## config.mk

```make
export PLATFORM = sky130hd
export DESIGN_NAME = dmem_access_ctrl_flat
export DESIGN_NICKNAME = d
export VERILOG_FILES = /design/src/rtl/dmem_pkg.sv /design/src/rtl/dmem_access_ctrl_if.sv /design/src/rtl/dmem_lane_align.sv /design/src/rtl/dmem_access_ctrl.sv /design/src/flat_wrapper.sv
export SDC_FILE = /design/constraint.sdc
export NUM_CORES = 1
export LEC_CHECK = 0
export CAP_MARGIN = 20
export CORE_ASPECT_RATIO = 1.4
export CORE_UTILIZATION = 40
export CTS_BUF_LIST = sky130_fd_sc_hd__clkbuf_16
export DETAILED_ROUTE_END_ITERATION = 16
export PLACE_DENSITY = 0.74
export SYNTH_ARGS = -nofsm -noshare
export SYNTH_HDL_FRONTEND = slang
export SYNTH_SLANG_ARGS = --single-unit
```

## constraint.sdc

```tcl
create_clock -name clk -period 3 [get_ports clk]
set_input_delay 0.3 -clock clk [delete_from_list [all_inputs] [get_ports clk]]
set_output_delay 0.3 -clock clk [all_outputs]
set_load 0.02 [all_outputs]
```

## src/rtl/dmem_pkg.sv

```systemverilog
// Shared encodings for the MEM-stage data-memory access controller:
// access sizes, FSM states, byte-lane enables and the alignment rule.
package dmem_pkg;

    localparam logic [1:0] BHW_WORD = 2'b00;
    localparam logic [1:0] BHW_HALF = 2'b01;
    localparam logic [1:0] BHW_BYTE = 2'b10;

    typedef enum logic [1:0] {
        ST_IDLE,
        ST_REQ,
        ST_DONE,
        ST_ERR
    } state_t;

    // Big-endian lanes: bit 3 enables bits 31:24, which is byte offset 0.
    localparam logic [3:0] BE_ALL     = 4'b1111;
    localparam logic [3:0] BE_LANE0   = 4'b1000;
    localparam logic [3:0] BE_HALF_HI = 4'b1100;
    localparam logic [3:0] BE_HALF_LO = 4'b0011;

    // Size 2'b11 falls into the word rule.
    function automatic logic isMisaligned(input logic [1:0] bhw, input logic [1:0] offset);
        case (bhw)
            BHW_BYTE: return 1'b0;
            BHW_HALF: return offset[0];
            default:  return offset != 2'b00;
        endcase
    endfunction

endpackage

```

## src/rtl/dmem_access_ctrl_if.sv

```systemverilog
// Data-memory req/ack bus: the controller is master, the memory is slave.
// ack is a single-cycle completion strobe; rdata is only meaningful with ack.
interface dmem_access_ctrl_if #(
    parameter int ADDR_W = 32
);
    logic              req;
    logic              we;
    logic [ADDR_W-1:0] addr;
    logic [3:0]        be;
    logic [31:0]       wdata;
    logic [31:0]       rdata;
    logic              ack;

    modport master (
        output req, we, addr, be, wdata,
        input  rdata, ack
    );

    modport slave (
        input  req, we, addr, be, wdata,
        output rdata, ack
    );
endinterface

```

## src/rtl/dmem_lane_align.sv

```systemverilog
// Byte-lane steering: store replication, byte enables, load extract and extend.
// Latency: combinational.
// Backpressure: none; operands are held by the controller for the whole access.
module dmem_lane_align
    import dmem_pkg::*;
(
    input  logic [1:0]  bhw,
    input  logic [1:0]  offset,
    input  logic        isWrite,
    input  logic        extendSign,
    input  logic [31:0] storeData,
    input  logic [31:0] rdata,
    output logic [31:0] wdata,
    output logic [3:0]  be,
    output logic [31:0] loadExt
);

    logic [7:0]  byteSel;
    logic [15:0] halfSel;

    always_comb begin
        byteSel = rdata[31:24];
        case (offset)
            2'd1:    byteSel = rdata[23:16];
            2'd2:    byteSel = rdata[15:8];
            2'd3:    byteSel = rdata[7:0];
            default: byteSel = rdata[31:24];
        endcase
        halfSel = offset[1] ? rdata[15:0] : rdata[31:16];
    end

    always_comb begin
        wdata   = storeData;
        be      = BE_ALL;
        loadExt = rdata;
        case (bhw)
            BHW_BYTE: begin
                wdata   = {4{storeData[7:0]}};
                be      = BE_LANE0 >> offset;
                loadExt = {{24{extendSign & byteSel[7]}}, byteSel};
            end
            BHW_HALF: begin
                wdata   = {2{storeData[15:0]}};
                be      = offset[1] ? BE_HALF_LO : BE_HALF_HI;
                loadExt = {{16{extendSign & halfSel[15]}}, halfSel};
            end
            default: ;
        endcase
        // Loads read the whole word; the lane is picked out on the way back.
        if (!isWrite) begin
            be = BE_ALL;
        end
    end

endmodule

```

## src/rtl/dmem_access_ctrl.sv

```systemverilog
// MEM-stage controller: one req/ack data-memory transaction per instruction.
// Latency: bus_req the cycle after start; load_valid the cycle after bus_ack.
// Backpressure: stall holds the pipeline until DONE/ERR; no ack -> timeout abort.
module dmem_access_ctrl
    import dmem_pkg::*;
#(
    parameter int TIMEOUT_CYCLES = 16,
    parameter int ADDR_W         = 32
) (
    input  logic              clk,
    input  logic              rst,
    input  logic              mem_read,
    input  logic              mem_write,
    input  logic [1:0]        bhw,
    input  logic              extend_sign,
    input  logic [ADDR_W-1:0] addr,
    input  logic [31:0]       store_data,
    dmem_access_ctrl_if.master bus,
    output logic              stall,
    output logic [31:0]       load_data,
    output logic              load_valid,
    output logic              addr_err,
    output logic              bus_timeout
);

    localparam int CNT_W = (TIMEOUT_CYCLES > 1) ? $clog2(TIMEOUT_CYCLES) : 1;
    localparam logic [CNT_W-1:0] CNT_LAST = CNT_W'(TIMEOUT_CYCLES - 1);

    state_t           state, stateNxt;
    logic [CNT_W-1:0] reqCnt;
    logic [1:0]       accBhw;
    logic [1:0]       accOffset;
    logic             accSign;

    logic             start;
    logic             misaligned;
    logic             timeoutHit;
    logic [1:0]       alignBhw;
    logic [1:0]       alignOffset;
    logic [31:0]      alignWdata;
    logic [3:0]       alignBe;
    logic [31:0]      loadExt;

    assign start      = mem_read | mem_write;
    assign misaligned = isMisaligned(bhw, addr[1:0]);
    assign timeoutHit = (reqCnt == CNT_LAST);

    // Live fields set up the bus in IDLE; latched copies steer the returning data.
    assign alignBhw    = (state == ST_IDLE) ? bhw       : accBhw;
    assign alignOffset = (state == ST_IDLE) ? addr[1:0] : accOffset;

    dmem_lane_align u_lane_align (
        .bhw        (alignBhw),
        .offset     (alignOffset),
        .isWrite    (mem_write),
        .extendSign (accSign),
        .storeData  (store_data),
        .rdata      (bus.rdata),
        .wdata      (alignWdata),
        .be         (alignBe),
        .loadExt    (loadExt)
    );

    always_ff @(posedge clk or negedge rst) begin
        if (!rst) begin
            state <= ST_IDLE;
        end else begin
            state <= stateNxt;
        end
    end

    always_comb begin
        stateNxt = state;
        stall    = 1'b0;
        case (state)
            ST_IDLE: begin
                stall = start & rst;
                if (start) begin
                    stateNxt = misaligned ? ST_ERR : ST_REQ;
                end
            end
            ST_REQ: begin
                stall = 1'b1;
                if (bus.ack) begin
                    stateNxt = ST_DONE;
                end else if (timeoutHit) begin
                    stateNxt = ST_ERR;
                end
            end
            ST_DONE: stateNxt = ST_IDLE;
            ST_ERR:  stateNxt = ST_IDLE;
            default: stateNxt = ST_IDLE;
        endcase
    end

    always_ff @(posedge clk or negedge rst) begin
        if (!rst) begin
            bus.req     <= 1'b0;
            bus.we      <= 1'b0;
            bus.addr    <= '0;
            bus.be      <= '0;
            bus.wdata   <= '0;
            load_data   <= '0;
            load_valid  <= 1'b0;
            addr_err    <= 1'b0;
            bus_timeout <= 1'b0;
            reqCnt      <= '0;
            accBhw      <= BHW_WORD;
            accOffset   <= 2'b00;
            accSign     <= 1'b0;
        end else begin
            load_valid  <= 1'b0;
            addr_err    <= 1'b0;
            bus_timeout <= 1'b0;
            case (state)
                ST_IDLE: begin
                    reqCnt <= '0;
                    if (start) begin
                        if (misaligned) begin
                            addr_err <= 1'b1;
                        end else begin
                            bus.req   <= 1'b1;
                            bus.we    <= mem_write;
                            bus.addr  <= {addr[ADDR_W-1:2], 2'b00};
                            bus.be    <= alignBe;
                            bus.wdata <= mem_write ? alignWdata : 32'h0;
                            accBhw    <= bhw;
                            accOffset <= addr[1:0];
                            accSign   <= extend_sign;
                        end
                    end
                end
                ST_REQ: begin
                    // An ack arriving on the expiry cycle still completes the access.
                    if (bus.ack) begin
                        bus.req <= 1'b0;
                        if (!bus.we) begin
                            load_data  <= loadExt;
                            load_valid <= 1'b1;
                        end
                    end else if (timeoutHit) begin
                        bus.req     <= 1'b0;
                        bus_timeout <= 1'b1;
                    end else begin
                        reqCnt <= reqCnt + 1'b1;
                    end
                end
                default: ;
            endcase
        end
    end

endmodule

```

## src/flat_wrapper.sv

```systemverilog
// flat-port wrapper written by rule: the top's interface ports become plain ports
module dmem_access_ctrl_flat import dmem_pkg::*;
#(
    parameter int TIMEOUT_CYCLES = 16,
    parameter int ADDR_W         = 32
)
  (clk, rst, mem_read, mem_write, bhw, extend_sign, addr, store_data, stall, load_data, load_valid, addr_err, bus_timeout, bus_req, bus_we, bus_addr, bus_be, bus_wdata, bus_rdata, bus_ack);
  dmem_access_ctrl_if #(.ADDR_W(ADDR_W)) bus_i ();
  input  logic clk;
  input  logic rst;
  input  logic mem_read;
  input  logic mem_write;
  input  logic [1:0] bhw;
  input  logic extend_sign;
  input  logic [ADDR_W-1:0] addr;
  input  logic [31:0] store_data;
  output logic stall;
  output logic [31:0] load_data;
  output logic load_valid;
  output logic addr_err;
  output logic bus_timeout;
  output wire logic [$bits(bus_i.req)-1:0] bus_req;
  output wire logic [$bits(bus_i.we)-1:0] bus_we;
  output wire logic [$bits(bus_i.addr)-1:0] bus_addr;
  output wire logic [$bits(bus_i.be)-1:0] bus_be;
  output wire logic [$bits(bus_i.wdata)-1:0] bus_wdata;
  input wire logic [$bits(bus_i.rdata)-1:0] bus_rdata;
  input wire logic [$bits(bus_i.ack)-1:0] bus_ack;
  assign bus_req = bus_i.req;
  assign bus_we = bus_i.we;
  assign bus_addr = bus_i.addr;
  assign bus_be = bus_i.be;
  assign bus_wdata = bus_i.wdata;
  assign bus_i.rdata = bus_rdata;
  assign bus_i.ack = bus_ack;
  dmem_access_ctrl #(.TIMEOUT_CYCLES(TIMEOUT_CYCLES), .ADDR_W(ADDR_W)) u_core (.clk(clk), .rst(rst), .mem_read(mem_read), .mem_write(mem_write), .bhw(bhw), .extend_sign(extend_sign), .addr(addr), .store_data(store_data), .bus(bus_i), .stall(stall), .load_data(load_data), .load_valid(load_valid), .addr_err(addr_err), .bus_timeout(bus_timeout));
endmodule
```

==> metrics.md, run 1 <==
| Metric | Value |
|---|---|
| Outcome | `finished, final reports clean` |
| Fraction of post-synthesis cell area in the top cell type by area | `between 50% and 60%` |
| Placed cell areas | `just under 8000 um2` |
| Number of fill cells | `1195` |
| Max Clk Rate | `396.5 MHz` |
| Setup Total Neg Slack | `0 ns` |
| Nets@finish | `945` |
| Placeable core region | `13850 um2` |
| Power Density | `roughly 1200 nW/um2` |
| Number of synthesized register bits | `114` |
| Clock slew at the register clock pins of the worst setup and hold paths | `0.05 ns` |
| Portion of the clock cycle consumed by the worst path in the final layout | `84.06%` |
| I/O Pins | `210` |
| Worst hold-check path type | `primary input to asynchronous set/reset pin` |
| Quantity of I/O buffers inserted on ports | `207` |
| Final-layout worst hold slack | `0.2885 ns` |
| Buffer depth of the longest clock path | `2` |
| Crit Path Max Fanout | `16` |
| Yosys warning count | `0` |
| Final count of hold timing violations | `0` |
| Cells after synthesis | `about 640` |
| Leakage | `about 3.7 nW` |
| Cell type contributing the most total cell area after synthesis | `sky130_fd_sc_hd__dfrtp_1` |
| Synthesis-to-finish area growth | `49.30%` |
| Critical Path Start Type | `register` |
| Commonest cells after routing, fill and taps aside | `sky130_fd_sc_hd__clkdlybuf4s50_1 (206), sky130_fd_sc_hd__nand2_1 (179), sky130_fd_sc_hd__dfrtp_1 (114)` |
| Number of iterations in the first detailed-routing pass | `7` |
| Critical Path, Cell by Cell | `nor2_2, buf_4, mux2i_1, ha_2, nand2b_1, o31ai_1, o21ai_0` |
| Period minus WS final | `between 2 and 3 ns` |
| Setup repair after global routing missed its margin | `false` |
| Largest net degree at the start of global routing | `73` |
| Count of distinct cell types in the synthesized netlist | `50` |
| Worst-case register-to-register setup slack | `~0.48 ns` |
| Clock tree root driver cell | `sky130_fd_sc_hd__clkbuf_16` |
| Initial standard-cell utilization of the core | `40.94%` |
| Number of clock buffers inserted by TritonCTS | `17` |
| Total global-route track usage | `approximately 24%` |
| Weighted congestion at the end of routability-driven global placement | `0.8626` |
| DR iter-0 viols | `approximately 250` |
| Deepest level of the CTS H-tree | `4` |
| Horizontal die dimension | `slightly above 100 um` |
| Worst slew margin relative to its limit | `45.90%` |
| Category of the worst setup path capture point | `register` |
| Max Slew Vio Count | `0` |
| # clock sinks | `114` |
| Count of flip-flops with a built-in enable after synthesis | `0` |
| Wire length of the first global-routing pass | `27190 um` |
| Largest incremental delay on the critical path | `0.47 ns` |
| Setup Skew | `0.007878 ns` |
| DRC violations left | `0` |
| Worst Max-Slew Pin Slew | `between 0.8 and 0.9 ns` |
| Share of synthesized area occupied by flip-flops and latches | `50.32%` |
| Layout cell share with drive strength beyond 1 | `under 10%` |
| Post-CTS setup buffer count | `0` |
| Chip height | `between 100 and 150 um` |
| Final setup violation count | `0` |
| Slowest cell on the critical path | `sky130_fd_sc_hd__nand2b_1` |
| Largest vdd supply drop | `0.0006616 V` |
| Required time of the critical path | `3.27 ns` |
| Ranking of synthesized cells by area | `sky130_fd_sc_hd__dfrtp_1 (50%), sky130_fd_sc_hd__nand2_1 (12%), sky130_fd_sc_hd__o21ai_0 (4.9%)` |
| Post-Syn Area | `5669 um2` |
| Final core utilization | `61.13%` |
| Crit path kind | `register to register` |
| Post-route cell area | `8464 um2` |
| Number of max-cap violations | `0` |
| Worst skew pair latency | `0.41 ns` |
| Cell row count | `between 50 and 60` |
| Post-DP HPWL | `around 13000 um` |
| Total number of vias | `~5500` |
| Data arrival time of the critical path | `2.79 ns` |
| Clock tree from TritonCTS | `done` |
| Predominant post-synthesis flop cell | `sky130_fd_sc_hd__dfrtp_1` |
| Syn Area/Cell | `8.900 um2` |
| Count of antenna-violating nets left after detailed routing | `0` |
| Overall power after layout | `approximately 9.9 mW` |
| Mean routed wirelength per cell | `about 17 um` |
| Most common library cell in the layout ignoring fill and taps | `sky130_fd_sc_hd__clkdlybuf4s50_1` |
| Number of antenna violations at the first check in global routing | `0` |
| Antenna diode instance count | `0` |
| Number of global-route vias before repair | `5415` |
| Full die area | `14660 um2` |
| DR vias/cell | `roughly 5.3` |
| Post-synth ARST share | `100.0%` |
| RR Endpoint | `u_core.load_data[14]` |
| Grt total ovfl | `0` |
| Number of cells on the worst reg-to-reg path | `7` |
| FF-to-FF Start | `u_core.state[1]` |
| Overall routed net length | `between 15000 and 20000 um` |
## logic make-up (layout without fill, tap and decap cells)
logic type	after synthesis	count (layout)	share of synthesized area (%)
fa+ha+maj	4	4	0.8828
simple gates	300	300	23.66
mux	18	18	5.120
other cells	1	2	0.06615
flops	114	114	50.32
buf+inv	62	274	4.745
compound gates	138	138	15.21
## stage by stage
step | instances | setup WS (ns)
detailed placement | 1002 | 0.4529
CTS | 1035 | 0.5112
global placement | 1002 | 0.4825
global route | 1035 | 0.2950
finish | 1035 | 0.4782
floorplan | 638 | 0.4414
## routing by layer
metal | track usage (%) | vias to the layer above | part of all wire, %
li1 | - | 2567 | -
met1 | 28.16 | 2650 | 38
met2 | 41.33 | 230 | 51
met3 | 5.776 | 39 | 7.1
met4 | 10.75 | 0 | 3.4
met5 | 0 | - | 0
## worst max path at each step
stage,from,endpoint,cells after the start
2_1_floorplan,u_core.state[0],u_core.load_data[20],9
3_3_place_gp,addr[0],u_core.load_data[0],7
3_5_place_dp,addr[0],u_core.load_data[0],7
4_1_cts,u_core.state[1],u_core.load_data[14],7
5_1_grt,u_core.state[1],u_core.load_data[14],7
6_report,u_core.state[1],u_core.load_data[14],7
## final cells by class
cell class | instances | area (um2) | share of cell area, %
Timing Repair Buffer | 228 | 2242 | 26.49
Inverter | 14 | 52.55 | 0.6208
Multi-Input combinational cell | 462 | 2559 | 30.23
Clock inverter | 15 | 101.3 | 1.197
Clock buffer | 17 | 425.4 | 5.026
Sequential cell | 114 | 2853 | 33.70
Tap cell | 185 | 231.5 | 2.735
## state kept, by name, indices dropped and copies added, names as in the netlist
signal	cells
u_core.accOffset	2
u_core.bus.we	1
u_core.bus.addr	30
u_core.bus.wdata	32
u_core.bus.req	1
u_core.bus_timeout	1
u_core.reqCnt	4
u_core.addr_err	1
u_core.accBhw	2
u_core.accSign	1
u_core.load_valid	1
u_core.state	2
u_core.bus.be	4
u_core.load_data	32
## critical path, delay by kind of cell (launching register included)
kind	cells	cell delay [ns]
AOI/OAI and AO/OA	2	0.55
DFF	1	0.38
muxes	1	0.26
adders and majority gates	1	0.39
buffers and inverters	1	0.19
and+or+nand+nor	2	0.62
## synth_stat cells, types with 4 or more instances
master / number
sky130_fd_sc_hd__nor2_1: 50
sky130_fd_sc_hd__ha_1: 4
sky130_fd_sc_hd__clkbuf_1: 39
sky130_fd_sc_hd__nand3_1: 5
sky130_fd_sc_hd__o21ai_0: 55
sky130_fd_sc_hd__and3_1: 17
sky130_fd_sc_hd__a31oi_1: 8
sky130_fd_sc_hd__o31ai_1: 7
sky130_fd_sc_hd__mux2_2: 9
sky130_fd_sc_hd__a221o_1: 8
sky130_fd_sc_hd__nand2_1: 179
sky130_fd_sc_hd__mux4_2: 4
sky130_fd_sc_hd__nand3b_1: 8
sky130_fd_sc_hd__dfrtp_1: 114
sky130_fd_sc_hd__a221oi_1: 7
sky130_fd_sc_hd__a21oi_1: 35
sky130_fd_sc_hd__nor3b_1: 9
sky130_fd_sc_hd__inv_1: 13
sky130_fd_sc_hd__nor2b_1: 16
## repair_timing
item,4_1_cts,5_1_grt
hold endpoints to repair,11,0
resized for setup,0,0
setup endpoints to repair,0,0
hold buffers,1,0
## power breakdown
| group | internal (mW) | total (mW) | switching (mW) |
|---|---|---|---|
| Combinational | 2.38 | 5.41 | 3.04 |
| Sequential | 2.24 | 2.66 | 0.415 |
| Clock | 1.11 | 1.79 | 0.679 |
| Total | 5.73 | 9.86 | 4.13 |
Note: power is estimated with default switching activity, not from simulation.
==> run 2: changes to the inputs <==
--- a/config.mk
+++ b/config.mk
@@ -10,7 +10,7 @@
 export CORE_UTILIZATION = 40
 export CTS_BUF_LIST = sky130_fd_sc_hd__clkbuf_16
 export DETAILED_ROUTE_END_ITERATION = 16
-export PLACE_DENSITY = 0.74
+export PLACE_DENSITY = 0.77
 export SYNTH_ARGS = -nofsm -noshare
 export SYNTH_HDL_FRONTEND = slang
 export SYNTH_SLANG_ARGS = --single-unit
==> constraint.sdc (replaced) <==
create_clock -name clk -period 2.2 [get_ports clk]
set_input_delay 0.22 -clock clk [delete_from_list [all_inputs] [get_ports clk]]
set_output_delay 0.22 -clock clk [all_outputs]
set_load 0.02 [all_outputs]
==> run 2 against run 1 <==
Final area increased by 3.7%. Highest routed layer unchanged. Sequential power increased by 37%. Sequential share of layout area decreased by 1.2 points. Critical endpoint is now u_core.load_data[11]. Cell count increased by 1.3%. Flip-flop and latch count unchanged. Largest cell class unchanged. Largest power group unchanged. First-iteration DRC count decreased by 8.9%. Via count decreased by 0.89%. Worst setup slack got worse by 0.40 ns. Clock skew increased by 0.00079 ns. Clock power increased by 46%.
==> metrics.md, run 2 (synthesis gave the netlist of run 1 again) <==
| Metric | Value |
|---|---|
| Outcome | `finished, final reports clean (unchanged)` |
| Combinational share of power | `55.5% (was 54.9%)` |
| Critical Path, Cell by Cell | `nor2_4, mux2_4, ha_2, nand2b_1, buf_4, o31ai_2, o21ai_0 (was nor2_2, buf_4, mux2i_1, ha_2, nand2b_1, o31ai_1, o21ai_0)` |
| Max Clk Rate | `470.9 MHz (was 396.5 MHz)` |
| Commonest cells after routing, fill and taps aside | `sky130_fd_sc_hd__clkdlybuf4s50_1 (206), sky130_fd_sc_hd__nand2_1 (176), sky130_fd_sc_hd__dfrtp_1 (112) (was sky130_fd_sc_hd__clkdlybuf4s50_1 (206), sky130_fd_sc_hd__nand2_1 (179), sky130_fd_sc_hd__dfrtp_1 (114))` |
| Largest vdd supply drop | `0.001065 V (was 0.0006616 V)` |
| Placeable core region | `13850 um2 (unchanged)` |
| Grt total ovfl | `0 (unchanged)` |
| # clock sinks | `114 (unchanged)` |
| Weighted congestion at the end of routability-driven global placement | `0.8732 (was 0.8626)` |
| Largest net degree at the start of global routing | `71 (was 73)` |
| Chip height | `142.9 um (unchanged)` |
| Buffer depth of the longest clock path | `2 (unchanged)` |
| Crit path kind | `register to register (unchanged)` |
| Crit Path Max Fanout | `13 (was 16)` |
| Number of buffer and inverter instances along the worst setup path | `1 (unchanged)` |
| Top cell family by delay on the critical path | `flip-flops (was simple AND/OR/NAND/NOR gates)` |
| Worst Max-Slew Pin Slew | `0.9395 ns (was 0.8115 ns)` |
| Synthesis-to-finish area growth | `54.82% (was 49.30%)` |
| Met1 capacity usage during global routing | `28.63% (was 28.16%)` |
| Number of cells on the worst reg-to-reg path | `7 (unchanged)` |
| Post-DP HPWL | `12170 um (was 12590 um)` |
| Deepest level of the CTS H-tree | `4 (unchanged)` |
| Final count of hold timing violations | `0 (unchanged)` |
| Leakage | `3.876 nW (was 3.744 nW)` |
| GR Util met3 | `6.265% (was 5.776%)` |
| Number of fill cells | `1192 (was 1195)` |
| Count of antenna-violating nets left after detailed routing | `0 (unchanged)` |
| Setup Skew | `0.008669 ns (was 0.007878 ns)` |
| Total number of vias | `5437 (was 5486)` |
| Wire length of the first global-routing pass | `27320 um (was 27190 um)` |
| Portion of the clock cycle consumed by the worst path in the final layout | `96.54% (was 84.06%)` |
| Power Density | `1606 nW/um2 (was 1165 nW/um2)` |
| Number of global-route vias before repair | `5419 (was 5415)` |
| DR vias/cell | `5.188 (was 5.300)` |
| Antenna diode instance count | `0 (unchanged)` |
| Post-route cell area | `8777 um2 (was 8464 um2)` |
| RR Endpoint | `u_core.load_data[11] (was u_core.load_data[14])` |
| Cell row count | `51 (unchanged)` |
| Layout cell share with drive strength beyond 1 | `12.05% (was 8.824%)` |
| Placed cell areas | `8178 um2 (was 7928 um2)` |
| Full die area | `14660 um2 (unchanged)` |
| Most common library cell in the layout ignoring fill and taps | `sky130_fd_sc_hd__clkdlybuf4s50_1 (unchanged)` |
| Hold Path Origin | `addr[23]` |
| Int Power | `8.408 mW (was 5.728 mW)` |
| Net switching component of the power | `5.686 mW (was 4.132 mW)` |
| Initial standard-cell utilization of the core | `40.94% (unchanged)` |
| Sequential cell area | `2855 um2 (was 2853 um2)` |
| Critical Path Start Type | `register (unchanged)` |
| Period minus WS final | `2.124 ns (was 2.522 ns)` |
| Data arrival time of the critical path | `2.40 ns (was 2.79 ns)` |
| Worst hold-check path type | `primary input to register (was primary input to asynchronous set/reset pin)` |
| DR iter-0 viols | `224 (was 246)` |
| Most heavily used metal layer in global routing | `met2 (unchanged)` |
| Slowest cell on the critical path | `sky130_fd_sc_hd__dfrtp_2 (was sky130_fd_sc_hd__nand2b_1)` |
| Switching portion of total power | `40.34% (was 41.91%)` |
| Met2 GRT Util | `41.47% (was 41.33%)` |
| Part of the total power dissipated in the clock network | `18.6% (was 18.1%)` |
| Biggest regs | `u_core.bus.wdata (32), u_core.load_data (32), u_core.bus.addr (30) (unchanged)` |
| Mean routed wirelength per cell | `16.50 um (was 16.69 um)` |
| Number of iterations in the first detailed-routing pass | `5 (was 7)` |
| Number of antenna violations at the first check in global routing | `0 (unchanged)` |
| Final core utilization | `63.39% (was 61.13%)` |
| Horizontal die dimension | `102.6 um (unchanged)` |
| I/O Pins | `210 (unchanged)` |
| Clock tree root driver cell | `sky130_fd_sc_hd__clkbuf_16 (unchanged)` |
| Clock tree from TritonCTS | `done (unchanged)` |
| Multi-input gate area in the final layout | `2613 um2 (was 2559 um2)` |
| Nets@finish | `962 (was 945)` |
| Hold Path Sink | `u_core.bus.addr[23]` |
| Worst skew pair latency | `0.41 ns (about the same)` |
| Required time of the critical path | `2.47 ns (was 3.27 ns)` |
| Number of max-cap violations | `0 (unchanged)` |
| Clock slew at the register clock pins of the worst setup and hold paths | `0.05 ns (about the same)` |
| Hold depth | `3` |
| Sequential share of power | `25.9% (was 27.0%)` |
| Max Slew Vio Count | `0 (unchanged)` |
| Largest incremental delay on the critical path | `0.43 ns (was 0.47 ns)` |
| DRC violations left | `0 (unchanged)` |
| Category of the worst setup path capture point | `register (unchanged)` |
| Worst-case register-to-register setup slack | `0.08 ns (was 0.48 ns)` |
| Quantity of I/O buffers inserted on ports | `207 (unchanged)` |
| Overall power after layout | `14.09 mW (was 9.859 mW)` |
| Total global-route track usage | `24.59% (was 24.11%)` |
| FF-to-FF Start | `u_core.state[1] (unchanged)` |
| Worst slew margin relative to its limit | `37.37% (was 45.90%)` |
| Overall routed net length | `17290 um (was 17280 um)` |
| Setup repair after global routing missed its margin | `true (was false)` |
| Crit path depth | `7 (unchanged)` |
| Number of clock buffers inserted by TritonCTS | `17 (unchanged)` |
| Final setup violation count | `0 (unchanged)` |
[run 2: cell count changes in the layout (fill, tap and decap cells not counted), sizes merged]
cell	delta
buf	+17
clkinv	-4
bufinv	+2
clkinvlp	-2
[run 2: area by class of cell]
cell class | instances | share of cell area [%]
Sequential cell | 114 | 32.53
Multi-Input combinational cell | 462 | 29.76
Timing Repair Buffer | 245 | 28.18
Clock buffer | 17 | 4.847
Tap cell | 185 | 2.637
Clock inverter | 11 | 1.411
Inverter | 14 | 0.6272
[run 2: how the worst max path moves through the flow]
stage,start,to
floorplan,u_core.state[0],u_core.load_data[20]
global placement,addr[0],u_core.load_data[1]
detailed placement,addr[0],u_core.load_data[1]
CTS,u_core.state[0],u_core.load_data[14]
global route,u_core.state[1],u_core.load_data[11]
finish,u_core.state[1],u_core.load_data[11]
[run 2: repair_timing]
item / CTS / global route
hold endpoints to repair: 44 / 0
endpoints found under the setup margin: 1 / 28
setup buffers: 0 / 0
cloned: 0 / 0
gates resized for setup: 1 / 11
hold buffers: 1 / 0
pin swaps: 0 / 2
[run 2: tightest hold or removal path, stage by stage]
cell,delay [ns]
sky130_fd_sc_hd__clkdlybuf4s50_1,0.39
sky130_fd_sc_hd__nand2_1,0.05
sky130_fd_sc_hd__nand2_1,0.04
[run 2: layer usage]
metal  up-vias  part of all wire (%)
met3        35                   6.1
met1      2602                    40
li1       2597                     -
met4         0                   3.1
met5         -                     0
met2       203                    51
[run 2: power by group through the flow]
stage          combinational [mW]  sequential, mW  clock, mW
2_1_floorplan                3.50            4.61          0
3_3_place_gp                 7.63            3.63          0
3_5_place_dp                 7.77            3.65          0
4_1_cts                      7.81            3.64       2.67
5_1_grt                      8.53            3.76       2.76
6_report                     7.82            3.65       2.62
[run 2: metrics by stage]
step           std cells  setup slack (ns)  TNS (ns)  hold slack, ns
5_1_grt             1048          -0.03902  -0.04826          0.3379
3_5_place_dp        1019           -0.1506    -1.354          0.3902
4_1_cts             1048           0.01391         0          0.3304
3_3_place_gp        1019           -0.1375   -0.6896          0.3904
2_1_floorplan        638          -0.04457   -0.4457        -0.07559
6_report            1048           0.07622         0          0.3414
==> run 3: changes to the inputs <==
--- a/config.mk
+++ b/config.mk
@@ -7,9 +7,11 @@
 export LEC_CHECK = 0
 export CAP_MARGIN = 20
 export CORE_ASPECT_RATIO = 1.4
+export CORE_MARGIN = 3
 export CORE_UTILIZATION = 40
 export CTS_BUF_LIST = sky130_fd_sc_hd__clkbuf_16
 export DETAILED_ROUTE_END_ITERATION = 16
+export GPL_TIMING_DRIVEN = 0
 export PLACE_DENSITY = 0.77
 export SYNTH_ARGS = -nofsm -noshare
 export SYNTH_HDL_FRONTEND = slang
==> constraint.sdc (replaced) <==
create_clock -name clk -period 1.8 [get_ports clk]
set_input_delay 0.18 -clock clk [delete_from_list [all_inputs] [get_ports clk]]
set_output_delay 0.18 -clock clk [all_outputs]
set_load 0.02 [all_outputs]
==> run 3 against run 2 <==
The run now ends with hold timing, setup timing left. Non-clock buffer count increased by 42. Critical path type unchanged. Critical path depth increased by 5. Critical endpoint is now u_core.load_data[25]. Routed wire length increased by 20%. Final area increased by 9.9%.
==> metrics.md, run 3 (synthesis gave the netlist of run 1 again) <==
| Metric | Value |
|---|---|
| Outcome | `complete, but fails checks (was finished, final reports clean)` |
| Failing checks | `hold timing, setup timing` |
| Data arrival time of the critical path | `2.69 ns (was 2.40 ns)` |
| Cell row count | `50 (was 51)` |
| Category of the worst setup path capture point | `register (unchanged)` |
| Placeable core region | `13640 um2 (was 13850 um2)` |
| Clock slew at the register clock pins of the worst setup and hold paths | `0.06 ns (was 0.05 ns)` |
| Hold_buf cts | `3 (was 1)` |
| Quantity of I/O buffers inserted on ports | `207 (unchanged)` |
| Deepest level of the CTS H-tree | `4 (unchanged)` |
| Largest net degree at the start of global routing | `80 (was 71)` |
| Power Density | `2078 nW/um2 (was 1606 nW/um2)` |
| Most common library cell in the layout ignoring fill and taps | `sky130_fd_sc_hd__clkdlybuf4s50_1 (unchanged)` |
| Largest vdd supply drop | `0.001061 V (was 0.001065 V)` |
| DR iter-0 viols | `325 (was 224)` |
| DR vias/cell | `5.404 (was 5.188)` |
| Number of fill cells | `1049 (was 1192)` |
| I/O Pins | `210 (unchanged)` |
| Number of clock buffers inserted by TritonCTS | `17 (unchanged)` |
| Final Non-Filler Cells | `1091 (was 1048)` |
| Grt total ovfl | `0 (unchanged)` |
| Initial standard-cell utilization of the core | `41.57% (was 40.94%)` |
| Nets@finish | `1004 (was 962)` |
| Leakage | `4.194 nW (was 3.876 nW)` |
| Worst-case register-to-register setup slack | `-0.58 ns (was 0.08 ns)` |
| Number of global-route vias before repair | `5914 (was 5419)` |
| Final-layout worst hold slack | `-0.2411 ns (was 0.3414 ns)` |
| Crit Path Max Fanout | `6 (was 13)` |
| Post-placement cell count | `1028 (was 1019)` |
| Final core utilization | `70.75% (was 63.39%)` |
| Max Slew Vio Count | `0 (unchanged)` |
| Weighted congestion at the end of routability-driven global placement | `0.8005 (was 0.8732)` |
| Setup repair after global routing missed its margin | `true (unchanged)` |
| Max Clk Rate | `420.1 MHz (was 470.9 MHz)` |
| Final setup violation count | `61 (was 0)` |
| Critical Path Start Type | `register (unchanged)` |
| Biggest regs | `u_core.bus.wdata (32), u_core.load_data (32), u_core.bus.addr (30) (unchanged)` |
| Final count of hold timing violations | `78 (was 0)` |
| # clock sinks | `114 (unchanged)` |
| Worst slew margin relative to its limit | `64.03% (was 37.37%)` |
| Chip height | `146.9 um (was 142.9 um)` |
| Horizontal die dimension | `106.6 um (was 102.6 um)` |
| Worst setup slack after layout | `-0.5806 ns (was 0.07622 ns)` |
| Mean routed wirelength per cell | `19.03 um (was 16.50 um)` |
| Overall power after layout | `20.05 mW (was 14.09 mW)` |
| Placed cell areas | `8178 um2 (unchanged)` |
| Worst skew pair latency | `0.42 ns (was 0.41 ns)` |
| Antenna diode instance count | `0 (unchanged)` |
| Number of antenna violations at the first check in global routing | `0 (unchanged)` |
| Clock tree from TritonCTS | `done (unchanged)` |
| Overall routed net length | `20760 um (was 17290 um)` |
| Post-route cell area | `9649 um2 (was 8777 um2)` |
| Full die area | `15660 um2 (was 14660 um2)` |
| Total number of vias | `5896 (was 5437)` |
| Period minus WS final | `2.381 ns (was 2.124 ns)` |
| Worst hold-check path type | `primary input to asynchronous set/reset pin (was primary input to register)` |
| Total global-route track usage | `25.84% (was 24.59%)` |
| Setup Total Neg Slack | `-26.77 ns (was 0 ns)` |
| Worst slack after detailed placement | `-0.8818 ns (was -0.1506 ns)` |
| Portion of the clock cycle consumed by the worst path in the final layout | `132.3% (was 96.54%)` |
| DRC violations left | `0 (unchanged)` |
| Post-DP HPWL | `13920 um (was 12170 um)` |
| Clock tree root driver cell | `sky130_fd_sc_hd__clkbuf_16 (unchanged)` |
| Worst Max-Slew Pin Slew | `0.5395 ns (was 0.9395 ns)` |
| Number of max-cap violations | `0 (unchanged)` |
| Commonest cells after routing, fill and taps aside | `sky130_fd_sc_hd__clkdlybuf4s50_1 (205), sky130_fd_sc_hd__nand2_1 (170), sky130_fd_sc_hd__dfrtp_1 (114) (was sky130_fd_sc_hd__clkdlybuf4s50_1 (206), sky130_fd_sc_hd__nand2_1 (176), sky130_fd_sc_hd__dfrtp_1 (112))` |
| Required time of the critical path | `2.11 ns (was 2.47 ns)` |
| Crit path kind | `register to register (unchanged)` |
| Synthesis-to-finish area growth | `70.21% (was 54.82%)` |
| Layout cell share with drive strength beyond 1 | `23.32% (was 12.05%)` |
| Wire length of the first global-routing pass | `31850 um (was 27320 um)` |
| Setup Skew | `0.007461 ns (was 0.008669 ns)` |
| Number of iterations in the first detailed-routing pass | `5 (unchanged)` |
| Count of antenna-violating nets left after detailed routing | `0 (unchanged)` |
| Buffer depth of the longest clock path | `2 (unchanged)` |
## run 3: final timing paths
check                                       end           startpoint  cells past startpoint
max                        u_core.load_data[25]      u_core.state[0]                     12
min in group clk               u_core.accBhw[0]               bhw[0]                      3
max reg2reg                u_core.load_data[25]      u_core.state[0]                     12
min reg2reg                 u_core.bus.addr[12]  u_core.bus.addr[12]                      2
max in group asynchronous  u_core.load_data[12]                  rst                      4
min                        u_core.bus.wdata[26]                  rst                      2
## run 3: what timing repair did
action | 4_1_cts | 5_1_grt
buffers inserted | 23 | 6
cloned | 2 | 1
endpoints found under the hold margin | 36 | 78
pin swaps | 15 | 32
resized for setup | 71 | 98
setup endpoints to repair | 106 | 104
## run 3: area by class of cell
class	count	area [um2]	share of cell area [%]
buffer	46	400.4	4.149
clock buffer	17	425.4	4.409
clock inverter	15	157.7	1.634
inverter	14	57.56	0.5965
multi-input combinational	462	3045	31.56
sequential	114	2853	29.56
tap	182	227.7	2.360
timing repair buffer	241	2482	25.73
## run 3: worst max-delay path, cell delays in order, from the launching register on
cell                        delay [ns]
sky130_fd_sc_hd__dfrtp_1          0.37
sky130_fd_sc_hd__buf_6            0.13
sky130_fd_sc_hd__nor2_4           0.18
sky130_fd_sc_hd__mux2i_4          0.32
sky130_fd_sc_hd__buf_6            0.14
sky130_fd_sc_hd__inv_4            0.03
sky130_fd_sc_hd__ha_4             0.19
sky130_fd_sc_hd__nand2_4          0.07
sky130_fd_sc_hd__mux2i_4          0.09
sky130_fd_sc_hd__o41ai_4          0.33
sky130_fd_sc_hd__buf_6            0.20
sky130_fd_sc_hd__clkbuf_16        0.16
sky130_fd_sc_hd__a21oi_1          0.06
## run 3: power breakdown
group | internal [mW] | switching (mW) | total [mW] | leakage, nW
combinational | 5.68 | 6.62 | 12.3 | 2.52
sequential | 3.73 | 0.671 | 4.41 | 1.41
clock | 2.04 | 1.30 | 3.34 | 0.268
## run 3: per-layer routing
| metal | up-vias | share of wire (%) | GRT usage (%) |
|---|---|---|---|
| met5 | - | 0 | 0 |
| met4 | 0 | 3.7 | 12.16 |
| met3 | 56 | 6.4 | 5.978 |
| met2 | 271 | 53 | 44.23 |
| met1 | 2887 | 37 | 30.45 |
| li1 | 2682 | - | - |
